File: src/rtl/video_pkg.sv
// Shared raster definitions for the 720p display path: timing defaults, screen
// size and coordinate width used by the timing generator and the renderers.
package video_pkg;

  localparam int COORD_W  = 16;
  localparam int FCOUNT_W = 16;

  localparam int H_ACTIVE_720P = 1280;
  localparam int H_FP_720P     = 110;
  localparam int H_SYNC_720P   = 40;
  localparam int H_BP_720P     = 220;
  localparam int V_ACTIVE_720P = 720;
  localparam int V_FP_720P     = 5;
  localparam int V_SYNC_720P   = 5;
  localparam int V_BP_720P     = 20;

  localparam int H_TOTAL_720P = H_ACTIVE_720P + H_FP_720P + H_SYNC_720P + H_BP_720P;
  localparam int V_TOTAL_720P = V_ACTIVE_720P + V_FP_720P + V_SYNC_720P + V_BP_720P;

  localparam int SCREEN_W = H_ACTIVE_720P;
  localparam int SCREEN_H = V_ACTIVE_720P;

  typedef struct packed {
    logic de;
    logic hs;
    logic vs;
  } sync_t;

  // True when lo <= cnt < lo+len.
  function automatic logic in_window(input logic [COORD_W-1:0] cnt, input int lo, input int len);
    return (int'(cnt) >= lo) && (int'(cnt) < lo + len);
  endfunction

endpackage

File: src/rtl/sync_delay_line.sv
// Enable-gated shift register of configurable depth; DEPTH=0 is a straight wire.
// Used to realign de/syncs (and later colour) with downstream pipelines.
module sync_delay_line #(
  parameter int               WIDTH     = 3,
  parameter int               DEPTH     = 2,
  parameter logic [WIDTH-1:0] RESET_VAL = '0
) (
  input  logic             i_clk,
  input  logic             i_rst_n,
  input  logic             i_enable,
  input  logic [WIDTH-1:0] i_data,
  output logic [WIDTH-1:0] o_data
);

  if (DEPTH == 0) begin : g_bypass
    logic unused_ctrl;
    assign unused_ctrl = ^{i_clk, i_rst_n, i_enable};
    assign o_data      = i_data;
  end else begin : g_shift
    logic [WIDTH-1:0] stage_q [DEPTH];
    logic [WIDTH-1:0] stage_d [DEPTH];

    always_comb begin
      stage_d = stage_q;
      if (i_enable) begin
        stage_d[0] = i_data;
        for (int i = 1; i < DEPTH; i++) stage_d[i] = stage_q[i-1];
      end
    end

    // NOTE: every stage is reset (not just the first) so the delayed syncs
    // never show a spurious active pulse while the line refills.
    always_ff @(posedge i_clk or negedge i_rst_n) begin
      if (!i_rst_n) begin
        for (int i = 0; i < DEPTH; i++) stage_q[i] <= RESET_VAL;
      end else begin
        stage_q <= stage_d;
      end
    end

    assign o_data = stage_q[DEPTH-1];
  end

endmodule

File: src/rtl/video_timing_gen.sv
// Raster timing generator: h/v counters, one coherent output register stage and
// a delay line that realigns de/syncs with the downstream pixel pipeline.
module video_timing_gen
  import video_pkg::*;
#(
  parameter int   H_ACTIVE   = H_ACTIVE_720P,
  parameter int   H_FP       = H_FP_720P,
  parameter int   H_SYNC     = H_SYNC_720P,
  parameter int   H_BP       = H_BP_720P,
  parameter int   V_ACTIVE   = V_ACTIVE_720P,
  parameter int   V_FP       = V_FP_720P,
  parameter int   V_SYNC     = V_SYNC_720P,
  parameter int   V_BP       = V_BP_720P,
  parameter logic SYNC_POL   = 1'b1,
  parameter int   PIPE_DELAY = 2
) (
  input  logic                i_clk,
  input  logic                i_rst_n,
  input  logic                i_enable,
  output logic [COORD_W-1:0]  o_x,
  output logic [COORD_W-1:0]  o_y,
  output logic                o_de,
  output logic                o_h_sync,
  output logic                o_v_sync,
  output logic                o_frame_start,
  output logic [FCOUNT_W-1:0] o_frame_count,
  output logic                o_de_d,
  output logic                o_h_sync_d,
  output logic                o_v_sync_d
);

  localparam int    H_TOTAL   = H_ACTIVE + H_FP + H_SYNC + H_BP;
  localparam int    V_TOTAL   = V_ACTIVE + V_FP + V_SYNC + V_BP;
  localparam sync_t SYNC_IDLE = '{de: 1'b0, hs: ~SYNC_POL, vs: ~SYNC_POL};

  logic [COORD_W-1:0]  h_cnt_q, h_cnt_d, v_cnt_q, v_cnt_d;
  logic [FCOUNT_W-1:0] frame_cnt_q, frame_cnt_d;

  logic [COORD_W-1:0]  x_q, x_d, y_q, y_d;
  logic                de_q, de_d, hs_q, hs_d, vs_q, vs_d, fs_q, fs_d;
  logic [FCOUNT_W-1:0] fcount_q, fcount_d;

  logic h_last, v_last;
  assign h_last = (h_cnt_q == COORD_W'(H_TOTAL - 1));
  assign v_last = (v_cnt_q == COORD_W'(V_TOTAL - 1));

  // NOTE: every signal gets a hold default first, so no path leaves one
  // unassigned and no latch is inferred.
  always_comb begin
    h_cnt_d     = h_cnt_q;
    v_cnt_d     = v_cnt_q;
    frame_cnt_d = frame_cnt_q;
    if (i_enable) begin
      if (h_last) begin
        h_cnt_d = '0;
        if (v_last) begin
          v_cnt_d     = '0;
          frame_cnt_d = frame_cnt_q + 1'b1;
        end else begin
          v_cnt_d = v_cnt_q + 1'b1;
        end
      end else begin
        h_cnt_d = h_cnt_q + 1'b1;
      end
    end
  end

  // All outputs sample the same counter value, so they stay mutually coherent.
  // The frame count lags its internal counter by one clock to land with frame_start.
  always_comb begin
    x_d      = x_q;
    y_d      = y_q;
    de_d     = de_q;
    hs_d     = hs_q;
    vs_d     = vs_q;
    fcount_d = fcount_q;
    fs_d     = 1'b0;
    if (i_enable) begin
      x_d      = h_cnt_q;
      y_d      = v_cnt_q;
      de_d     = (int'(h_cnt_q) < H_ACTIVE) && (int'(v_cnt_q) < V_ACTIVE);
      hs_d     = in_window(h_cnt_q, H_ACTIVE + H_FP, H_SYNC) ? SYNC_POL : ~SYNC_POL;
      vs_d     = in_window(v_cnt_q, V_ACTIVE + V_FP, V_SYNC) ? SYNC_POL : ~SYNC_POL;
      fs_d     = (h_cnt_q == '0) && (v_cnt_q == '0);
      fcount_d = frame_cnt_q;
    end
  end

  // NOTE: state registers use non-blocking assignments only, so every flop
  // samples pre-edge values regardless of statement order.
  always_ff @(posedge i_clk or negedge i_rst_n) begin
    if (!i_rst_n) begin
      h_cnt_q     <= '0;
      v_cnt_q     <= '0;
      frame_cnt_q <= '0;
      x_q         <= '0;
      y_q         <= '0;
      de_q        <= 1'b0;
      hs_q        <= ~SYNC_POL;
      vs_q        <= ~SYNC_POL;
      fs_q        <= 1'b0;
      fcount_q    <= '0;
    end else begin
      h_cnt_q     <= h_cnt_d;
      v_cnt_q     <= v_cnt_d;
      frame_cnt_q <= frame_cnt_d;
      x_q         <= x_d;
      y_q         <= y_d;
      de_q        <= de_d;
      hs_q        <= hs_d;
      vs_q        <= vs_d;
      fs_q        <= fs_d;
      fcount_q    <= fcount_d;
    end
  end

  assign o_x           = x_q;
  assign o_y           = y_q;
  assign o_de          = de_q;
  assign o_h_sync      = hs_q;
  assign o_v_sync      = vs_q;
  assign o_frame_start = fs_q;
  assign o_frame_count = fcount_q;

  sync_t sync_now, sync_dly;
  assign sync_now = '{de: de_q, hs: hs_q, vs: vs_q};

  sync_delay_line #(
    .WIDTH     ($bits(sync_t)),
    .DEPTH     (PIPE_DELAY),
    .RESET_VAL (SYNC_IDLE)
  ) u_sync_delay (
    .i_clk    (i_clk),
    .i_rst_n  (i_rst_n),
    .i_enable (i_enable),
    .i_data   (sync_now),
    .o_data   (sync_dly)
  );

  assign o_de_d     = sync_dly.de;
  assign o_h_sync_d = sync_dly.hs;
  assign o_v_sync_d = sync_dly.vs;

endmodule

File: config.mk
export PLATFORM = sky130hd
export DESIGN_NAME = video_timing_gen
export DESIGN_NICKNAME = d
export VERILOG_FILES = /design/src/rtl/video_pkg.sv /design/src/rtl/sync_delay_line.sv /design/src/rtl/video_timing_gen.sv
export SDC_FILE = /design/constraint.sdc
export NUM_CORES = 1
export LEC_CHECK = 0
export CAP_MARGIN = 20
export CORE_MARGIN = 2
export CORE_UTILIZATION = 38
export CTS_BUF_LIST = sky130_fd_sc_hd__clkbuf_4
export DETAILED_ROUTE_END_ITERATION = 7
export PLACE_DENSITY = 0.67
export SYNTH_ARGS = -nofsm -noshare
export SYNTH_HDL_FRONTEND = slang
export SYNTH_SLANG_ARGS = --single-unit
File: constraint.sdc
create_clock -name i_clk -period 4.05 [get_ports i_clk]
set_clock_uncertainty 0.05 [all_clocks]
set_input_delay 1.215 -clock i_clk [delete_from_list [all_inputs] [get_ports i_clk]]
set_output_delay 1.215 -clock i_clk [all_outputs]
set_load 0.05 [all_outputs]
# Word-level counts from Yosys, hierarchy flattened
# Index checks and enable logic that the tools add are counted.
# word_totals
register_bits	106
wordCells	36
output_inout_bits	55
in_bits	3
# op_classes
addsub	3
eq_ne	2
n_mux	5
magnitude_cmp	6
reduce_logical	8
# op_table
cell	count
$add 16x1->16 const B	3
$logic_not 16->1	2
$lt 16x10->1 const B	2
$lt 16x11->1 const B	2
$mux 16	2
$eq 16x10->1 const B	1
$eq 16x11->1 const B	1
$ge 16x10->1 const B	1
$ge 16x11->1 const B	1
$logic_and 1x1->1	4
$mux 1	3
$reduce_and 3->1	1
$reduce_and 2->1	1

# Logic depth before layout (Yosys ltp)
# Gate-level depths: netlist of run 1.
# depth
ltp_word	3
ltp_mapped	8

# Cells and area by module
# Synthesis of run 1 repeated with hierarchy kept, for this count alone.
# hier_totals
hier_cells	425
hier_area_um2	5122.4
# by_module_without_submodules
mod	seq_area_each_um2	area_each_um2	n_inst	cells_each
video_timing_gen	2502.4	4848.4	1	409
sync_delay_line	150.1	274.0	1	16

# Least setup slack after synthesis of run 1
# OpenSTA, ideal clock, no wires.
# synth_timing
kind	input to register
start	input port i_enable
end	register v_cnt_q[15]
setup_slack_ns	1.153
cell_stages	6
arrival_time_ns	2.768
path_buffers	1
required_time_ns	3.921
cell_sequence	buf_2 or4b_1 nor4_4 nand2_1 nor3_1 xor2_1
# synth_between
elab_chain_cells	1
# synth_lines
item	line_no	rtl
start: declaration	video_timing_gen.sv:19	input logic i_enable,
$reduce_and 2->1 (no line)	--	
end signal: assignment	video_timing_gen.sv:105	v_cnt_q <= v_cnt_d;
end: declaration	video_timing_gen.sv:36	logic [COORD_W-1:0] h_cnt_q, h_cnt_d, v_cnt_q, v_cnt_d;
# No other way between the ends.
# A chain may end at the register's enable or synchronous reset.

# Worst setup path in the final report of run 1
# layout_timing
start	register vs_q (netlist: o_v_sync)
end	output port o_v_sync
# layout_rtl
item	line_no	rtl
start: declaration	video_timing_gen.sv:40	logic de_q, de_d, hs_q, hs_d, vs_q, vs_d, fs_q, fs_d;
start signal: assignment	video_timing_gen.sv:100	vs_q <= ~SYNC_POL;
start signal: assignment	video_timing_gen.sv:111	vs_q <= vs_d;
end: declaration	video_timing_gen.sv:24	output logic o_v_sync,
# No word-level cell between the ends.

==> impl_metrics.toml, run 1 <==
[outcome]
status = "completed"

[yosys]
synthCells = 392
synth-async-reset-ratio_pct = 100.0
syn_area_per_cell_um2 = 12.15
synth_warnings = 0
syn_area_mm2 = 0.004762
synth_seq_area_share_pct = 55.70
ys.flop_type = "dfrtp_1"
synth_edf_count = 0
yosys-top-cells-area = "dfrtp_1 (56%), mux2_2 (13%), xnor2_1 (4.4%), nand2_1 (2.5%), ha_1 (2.1%)"
synthesis.nets = 403
synth.distinct_cells = 47
ys_ff_latch = 106
synth_area_leader_cell = "dfrtp_1"
synth_top_area_share_pct = 55.70

[clock_tree]
cts_root_buffer = "clkbuf_4"
cts_setup_buffers = 0
cts_made_buffers = 9
cts_tree = "built"
cts.sinks = 106
clkTransAtPathRegs_ns = 0.15
hold_buffers = 0
h-tree-depth = 3
cts_resized = 0
worst_skew_pair.late_latency_ns = 0.46
clockBufferDepth = 2

[sta]
setup_violations = 0
whs_ns = 0.4402
layout_min_cycle_time_ns = 2.990
slew_headroom_pct = 49.88
rsz0062_at_grt = "no"
maxSlewViolCount = 0
tns_ns = 0
post-route-period-util_pct = 73.84
tightest_slew_ns = 0.7518
fmax_ghz = 0.3344
hold_viol = 0

[cells_and_area]
drive_gt1_share_pct = 19.33
antenna_cells = 0
finalCoreUtilization_pct = 46.60
area_growth_pct = 18.52
fin_nets = 457
layout.cell_area.non_filler_mm2 = 0.005644
final_cells = 618

[flow_run]
maxCapViolCount = 0

[global_routing]
antenna_found_initial = 0
gr-total-overflow = 0
grt_pass1_vias = 3262
grt_pass1_wl_mm = 16.13
grt_max_degree = 64
gr-usage-all-layers_pct = 15.28

[floorplan]
rows = 40
dieWidth_um = 115.9
die_area_mm2 = 0.01344
core_region_area_mm2 = 0.01211
die_h_um = 115.9
io_pins = 58
initial_utilization_pct = 39.32

[routing]
wire_per_inst_um = 15.38
via_per_inst = 5.184
vias = 3204
postRouteWirelength_mm = 9.502
ant_nets = 0
drcViolationCount = 0
dr.pass1.iters = 4
drtIter0Drc = 210

[critical_path]
start_kind = "flip-flop"
crit_type = "flip-flop to primary output"
crit_slowest_cell = "clkdlybuf4s50_1"
crit_buf_inv = 1
crit_fanout = 3
cpPeakStageDelay_ns = 0.83
arrival_ns = 1.73
cp.required_ns = 2.78
cpLargestDelayFamily = "buffers and inverters"
end_kind = "primary output"
cp_cell_sequence = "clkdlybuf4s50_1"

[pwr]
power_density_mw_per_mm2 = 369.1
intPower_uw = 1488
leakagePower_uw = 0.002540
p_seq_share_pct = 56.9
power.switching_uw = 595.3
vdd_drop_max_uv = 364.5
p_comb_share_pct = 15.1
p_sw_share_pct = 28.57
clock_power_share_pct = 27.9

[place]
dp_hpwl_mm = 6.598
port_buffers = 57
place.gp.congestion = 0.8497
dpl_cell_area_mm2 = 0.005489
dp_cells = 603

[worst_hold_path]
hold_path.class = "flip-flop to flip-flop"
-- power by group through the flow --
stage | Clock (µW) | Combinational (µW) | Sequential (µW)
after floorplan | 0 | 140 | 1270
after global placement | 0 | 313 | 1200
after detailed placement | 0 | 318 | 1210
after CTS | 607 | 320 | 1190
after global routing | 653 | 339 | 1200
final | 582 | 315 | 1190
-- layout by cell type (no fill, tap or decap), types with 3 or more instances in the layout --
master           synthesis  routed
a21oi_1                  3       3
dfrtp_1                106     106
a31oi_1                  3       3
clkdlybuf4s50_1          0      55
nand4_1                 12      12
xor2_1                   9       9
clkbuf_4                 0      10
xnor2_1                 24      24
nand3_1                 14      14
nor3_1                   8       8
ha_1                     8       8
and4_1                   3       3
nor3b_1                  3       3
or3_1                    3       3
a21o_1                   3       3
inv_1                    9       9
and3_1                  11      11
nor4_1                   4       4
or4b_2                   3       3
buf_4                    0       3
nand2_1                 32      32
o21ai_0                 10      10
mux2_2                  55      55
nor2_1                  21      21
-- path summary, 6_finish.rpt --
path / from / end / slack (ns) / cells past startpoint
worst min register to register: frame_cnt_q[15] / frame_cnt_q[15] / 0.44 / 1
worst max register to register: h_cnt_q[13] / v_cnt_q[13] / 1.63 / 5
max in group asynchronous: i_rst_n / u_sync_delay.o_data[1] / 2.55 / 2
worst max-delay path: o_v_sync / o_v_sync / 1.06 / 1
min in group asynchronous: i_rst_n / o_frame_count[13] / 0.68 / 1
worst min-delay path: frame_cnt_q[15] / frame_cnt_q[15] / 0.44 / 1
-- logic make-up (layout without fill, tap and decap cells) --
logic type | Yosys count | in the layout | share of synthesized area (%)
AO/OA/AOI/OAI | 27 | 27 | 3.600
buffers and inverters | 26 | 84 | 2.417
adder cells (fa/ha/maj) | 8 | 8 | 2.102
AND/OR/NAND/NOR | 136 | 136 | 16.76
XOR/XNOR | 34 | 34 | 6.411
multiplexers | 55 | 55 | 13.01
flip-flops | 106 | 106 | 55.70
-- cells in the mapped netlist (all sizes together) (2+ instances only) --
cell type,instances
inv,9
nor3b,3
mux2,55
nor4,6
nand3,14
nor2,21
or2,2
a21oi,3
ha,8
a21o,3
nor3,8
nand4,14
and4b,2
xor2,9
nand4b,2
and3,11
or4b,4
nor2b,2
clkbuf,7
nand3b,2
nand2b,2
dfrtp,106
a31oi,3
and4,3
or3,5
buf,10
and2,2
o21ai,10
xnor2,25
nand2,32
o41ai,2
-- metal layers --
metal	wire length, µm	GRT usage, %	vias to the layer above
met2	4575	24.52	90
met1	4393	20.36	1599
met3	417	4.132	13
met4	115	4.683	0
met5	0	0	-
li1	-	-	1502
-- state kept, by name, indices dropped and copies added, names as in the netlist --
register,cells
h_cnt_q,16
u_sync_delay.g_shift.stage_q,3
o_y,16
o_de,1
o_h_sync,1
u_sync_delay.o_data,3
o_frame_count,16
v_cnt_q,16
frame_cnt_q,16
o_x,16
o_v_sync,1
o_frame_start,1
-- metrics by stage --
step,power (µW),worst slack (ns)
2_1_floorplan,1406,1.153
3_3_place_gp,1518,0.9760
3_5_place_dp,1524,0.8794
4_1_cts,2113,1.016
5_1_grt,2189,0.9429
6_report,2084,1.060
-- layout make-up --
cell class | instances | area, µm²
tap | 168 | 210.2
inverter | 9 | 33.78
fill | 1149 | 6467
clock buffer | 10 | 75.07
timing repair buffer | 60 | 598.1
clock inverter | 5 | 80.08
multi-input combinational | 260 | 1994
sequential | 106 | 2653
Note: power is estimated with default switching activity, not from simulation.
==> run 2: changes to the inputs <==
Clock period 4.05 ns to 2.9 ns, I/O delays scaled along.
==> impl_metrics.toml, run 2 (synthesized netlist as in run 1, its figures left out) <==
[global_routing]
antenna_found_initial = 0
grt_max_degree = 54
gr-usage-all-layers_pct = 15.34
grt_pass1_vias = 3240
grt_pass1_wl_mm = 16.30
gr-total-overflow = 0

[pwr]
power.total_uw = 2778
p_comb_share_pct = 15.8
power.switching_uw = 850.3
clock_power_share_pct = 24.6
vdd_drop_max_uv = 527.0
p_sw_share_pct = 30.61
power_density_mw_per_mm2 = 493.3
intPower_uw = 1928
p_seq_share_pct = 59.6
leakagePower_uw = 0.002541

[outcome]
status = "completed"

[floorplan]
io_pins = 58
initial_utilization_pct = 39.32
rows = 40
die_area_mm2 = 0.01344
die_h_um = 115.9
core_region_area_mm2 = 0.01211
dieWidth_um = 115.9

[critical_path]
crit_buf_inv = 1
crit_slowest_cell = "clkdlybuf4s50_1"
arrival_ns = 1.70
cpPeakStageDelay_ns = 0.84
cp_cell_sequence = "clkdlybuf4s50_1"
crit_fanout = 3
start_kind = "flip-flop"
crit_type = "flip-flop to primary output"
cp.required_ns = 1.98
cpLargestDelayFamily = "buffers and inverters"
end_kind = "primary output"

[place]
dp_hpwl_mm = 6.698
post-place-ws_ns = 0.4493
dp_cells = 606
port_buffers = 57
place.gp.congestion = 0.8524

[sta]
slew_headroom_pct = 54.62
maxSlewViolCount = 0
fmax_ghz = 0.3814
tns_ns = 0
setup_violations = 0
setup_ws_ns = 0.2778
hold_viol = 0
rsz0062_at_grt = "no"
post-route-period-util_pct = 90.42
tightest_slew_ns = 0.6745
layout_min_cycle_time_ns = 2.622

[clock_tree]
cts_made_buffers = 9
cts.sinks = 106
cts_setup_buffers = 0
clkTransAtPathRegs_ns = 0.16
cts_root_buffer = "clkbuf_4"
h-tree-depth = 3
cts_resized = 0
hold_buffers = 0
clockBufferDepth = 2
cts_tree = "built"
worst_skew_pair.late_latency_ns = 0.44

[worst_hold_path]
hold_path.class = "primary input to asynchronous set/reset pin"

[routing]
vias = 3159
drcViolationCount = 0
postRouteWirelength_mm = 9.486
ant_nets = 0
via_per_inst = 5.079
drtIter0Drc = 294
dr.pass1.iters = 4
wire_per_inst_um = 15.25

[cells_and_area]
fin_nets = 460
area_growth_pct = 18.26
finalCoreUtilization_pct = 46.50
layout_common_cells = "dfrtp_1 (106), mux2_2 (55), clkdlybuf4s50_1 (55)"
antenna_cells = 0
final_common_cell = "dfrtp_1"
drive_gt1_share_pct = 20.04
final_cells = 622

[flow_run]
maxCapViolCount = 0
-- run 2: changes by cell type in the layout (fill, tap and decap cells not counted), sizes merged --
cell,change
buf,+3
bufinv,-2
clkbuf,+1
inv,+2
-- run 2: per-layer routing --
metal  vias to the layer above  GRT usage [%]  wire, µm
li1                       1510              -         -
met1                      1555          21.51      4572
met2                        89          24.25      4389
met3                         5          3.504       456
met4                         0          3.889        68
met5                         -              0         0
-- run 2: layout make-up --
cell class / instances / area, µm²
clock buffers: 11 / 82.58
clock inverters: 5 / 37.54
fillers: 1171 / 6480
inverters: 9 / 33.78
multi-input cells: 260 / 1994
flip-flops and latches: 106 / 2653
well taps: 168 / 210.2
repair buffers: 63 / 620.6
-- run 2: power by group through the flow --
stage | combinational [µW] | clock, µW | sequential, µW
floorplan | 196 | 0 | 1770
detailed placement | 440 | 0 | 1680
global route | 478 | 783 | 1670
global placement | 435 | 0 | 1680
CTS | 443 | 712 | 1650
finish | 438 | 684 | 1660
-- run 2: stage by stage --
step / hold WS [ns] / area, µm²
finish: 0.2696 / 5632
global route: 0.2534 / 5632
CTS: 0.2477 / 5632
detailed placement: 0.4220 / 5512
global placement: 0.4116 / 5512
floorplan: 0.3894 / 4762
-- run 2: path summary, 6_finish.rpt --
check	from	end	slack [ns]	cells after the start
max in group asynchronous	i_rst_n	o_y[0]	1.85	2
worst max register to register	h_cnt_q[12]	frame_cnt_q[4]	0.51	6
min in group i_clk	frame_cnt_q[15]	frame_cnt_q[15]	0.43	1
worst min-delay path	i_rst_n	o_frame_count[2]	0.27	1
worst min register to register	frame_cnt_q[15]	frame_cnt_q[15]	0.43	1
worst max-delay path	o_h_sync	o_h_sync	0.28	1
==> run 3: changes to the inputs <==
Settings changed: CORE_MARGIN 2 to default.
==> impl_metrics.toml, run 3 (synthesized netlist as in run 1, its figures left out) <==
[outcome]
status = "completed"

[place]
place.gp.congestion = 0.8738
dp_hpwl_mm = 6.540
port_buffers = 57
dp_cells = 607

[global_routing]
grt_pass1_vias = 3202
grt_max_degree = 62
antenna_found_initial = 0
gr-usage-all-layers_pct = 15.66
gr-total-overflow = 0
grt_pass1_wl_mm = 15.84

[pwr]
vdd_drop_max_uv = 695.3
power_density_mw_per_mm2 = 503.8
leakagePower_uw = 0.002563
power.total_uw = 2852

[critical_path]
arrival_ns = 1.72
crit_fanout = 3
crit_slowest_cell = "clkdlybuf4s50_1"
crit_type = "flip-flop to primary output"
cpLargestDelayFamily = "buffers and inverters"
cp_cell_sequence = "clkdlybuf4s50_1"
cp.required_ns = 1.98
start_kind = "flip-flop"
cpPeakStageDelay_ns = 0.84
crit_buf_inv = 1
end_kind = "primary output"

[clock_tree]
cts_resized = 0
worst_skew_pair.late_latency_ns = 0.47
cts.sinks = 106
hold_buffers = 0
clockBufferDepth = 2
cts_root_buffer = "clkbuf_4"
h-tree-depth = 3
cts_setup_buffers = 0
cts_made_buffers = 9
clkTransAtPathRegs_ns = 0.17
cts_tree = "built"

[floorplan]
initial_utilization_pct = 39.32
die_area_mm2 = 0.01298
core_region_area_mm2 = 0.01211
rows = 40
dieWidth_um = 113.9
die_h_um = 113.9
io_pins = 58

[routing]
ant_nets = 0
drtIter0Drc = 144
wire_per_inst_um = 14.86
dr.pass1.iters = 4
vias = 3194
via_per_inst = 5.127
postRouteWirelength_mm = 9.260
drcViolationCount = 0

[sta]
whs_ns = 0.2473
post-route-period-util_pct = 91.20
maxSlewViolCount = 0
tightest_slew_ns = 0.7171
tns_ns = 0
setup_violations = 0
fmax_ghz = 0.3781
layout_min_cycle_time_ns = 2.645
slew_headroom_pct = 51.76
hold_viol = 0
rsz0062_at_grt = "no"

[flow_run]
maxCapViolCount = 0

[cells_and_area]
layout_common_cells = "dfrtp_1 (106), mux2_2 (55), clkdlybuf4s50_1 (55)"
fin_nets = 461
final_cells = 623
drive_gt1_share_pct = 20.22
antenna_cells = 0
fillerInstances = 1141
final_common_cell = "dfrtp_1"
area_growth_pct = 18.89

[worst_hold_path]
hold_path.class = "primary input to asynchronous set/reset pin"
[run 3: cell count changes in the layout (fill, tap and decap cells not counted), sizes merged]
| cell | previous run | this run |
|---|---|---|
| clkbuf | 11 | 9 |
| clkinv | 1 | 3 |
| clkinvlp | 2 | 0 |
| buf | 8 | 9 |
| bufinv | 0 | 1 |
| inv | 11 | 12 |
[run 3: where the power goes]
part           internal [µW]  switching [µW]
registers               1550             106
clock network            271             484
logic                    175             265
[run 3: path summary, 6_finish.rpt]
check	depth (start not counted)	endpoint	from	slack [ns]
worst max-delay path	1	o_h_sync	o_h_sync	0.26
min in group i_clk	1	frame_cnt_q[15]	frame_cnt_q[15]	0.43
max in group asynchronous	2	frame_cnt_q[4]	i_rst_n	1.86
worst max register to register	8	frame_cnt_q[6]	h_cnt_q[1]	0.54
worst min-delay path	1	o_de	i_rst_n	0.25
worst min register to register	1	frame_cnt_q[15]	frame_cnt_q[15]	0.43
[run 3: cell type report]
type | count | area, µm² | area share, %
flip-flops and latches | 106 | 2653 | 46.85
inverters | 9 | 33.78 | 0.5967
clock buffers | 9 | 67.56 | 1.193
repair buffers | 64 | 628.1 | 11.09
clock inverters | 7 | 75.07 | 1.326
well taps | 168 | 210.2 | 3.713
multi-input cells | 260 | 1994 | 35.23
[run 3: layer usage]
layer	up-vias	track usage (%)	routed length [µm]
met4	0	5.281	104
met3	10	4.145	439
met5	-	0	0
met1	1606	20.17	4252
li1	1498	-	-
met2	80	25.62	4465
[run 3: per-stage QoR]
stage	setup slack [ns]	cell area, µm²	util [%]
2_1_floorplan	0.3482	4762	-
5_1_grt	0.1627	5662	46.75
4_1_cts	0.2029	5662	46.75
3_3_place_gp	0.4121	5519	45.57
3_5_place_dp	0.3570	5519	45.57
6_report	0.2552	5662	46.75
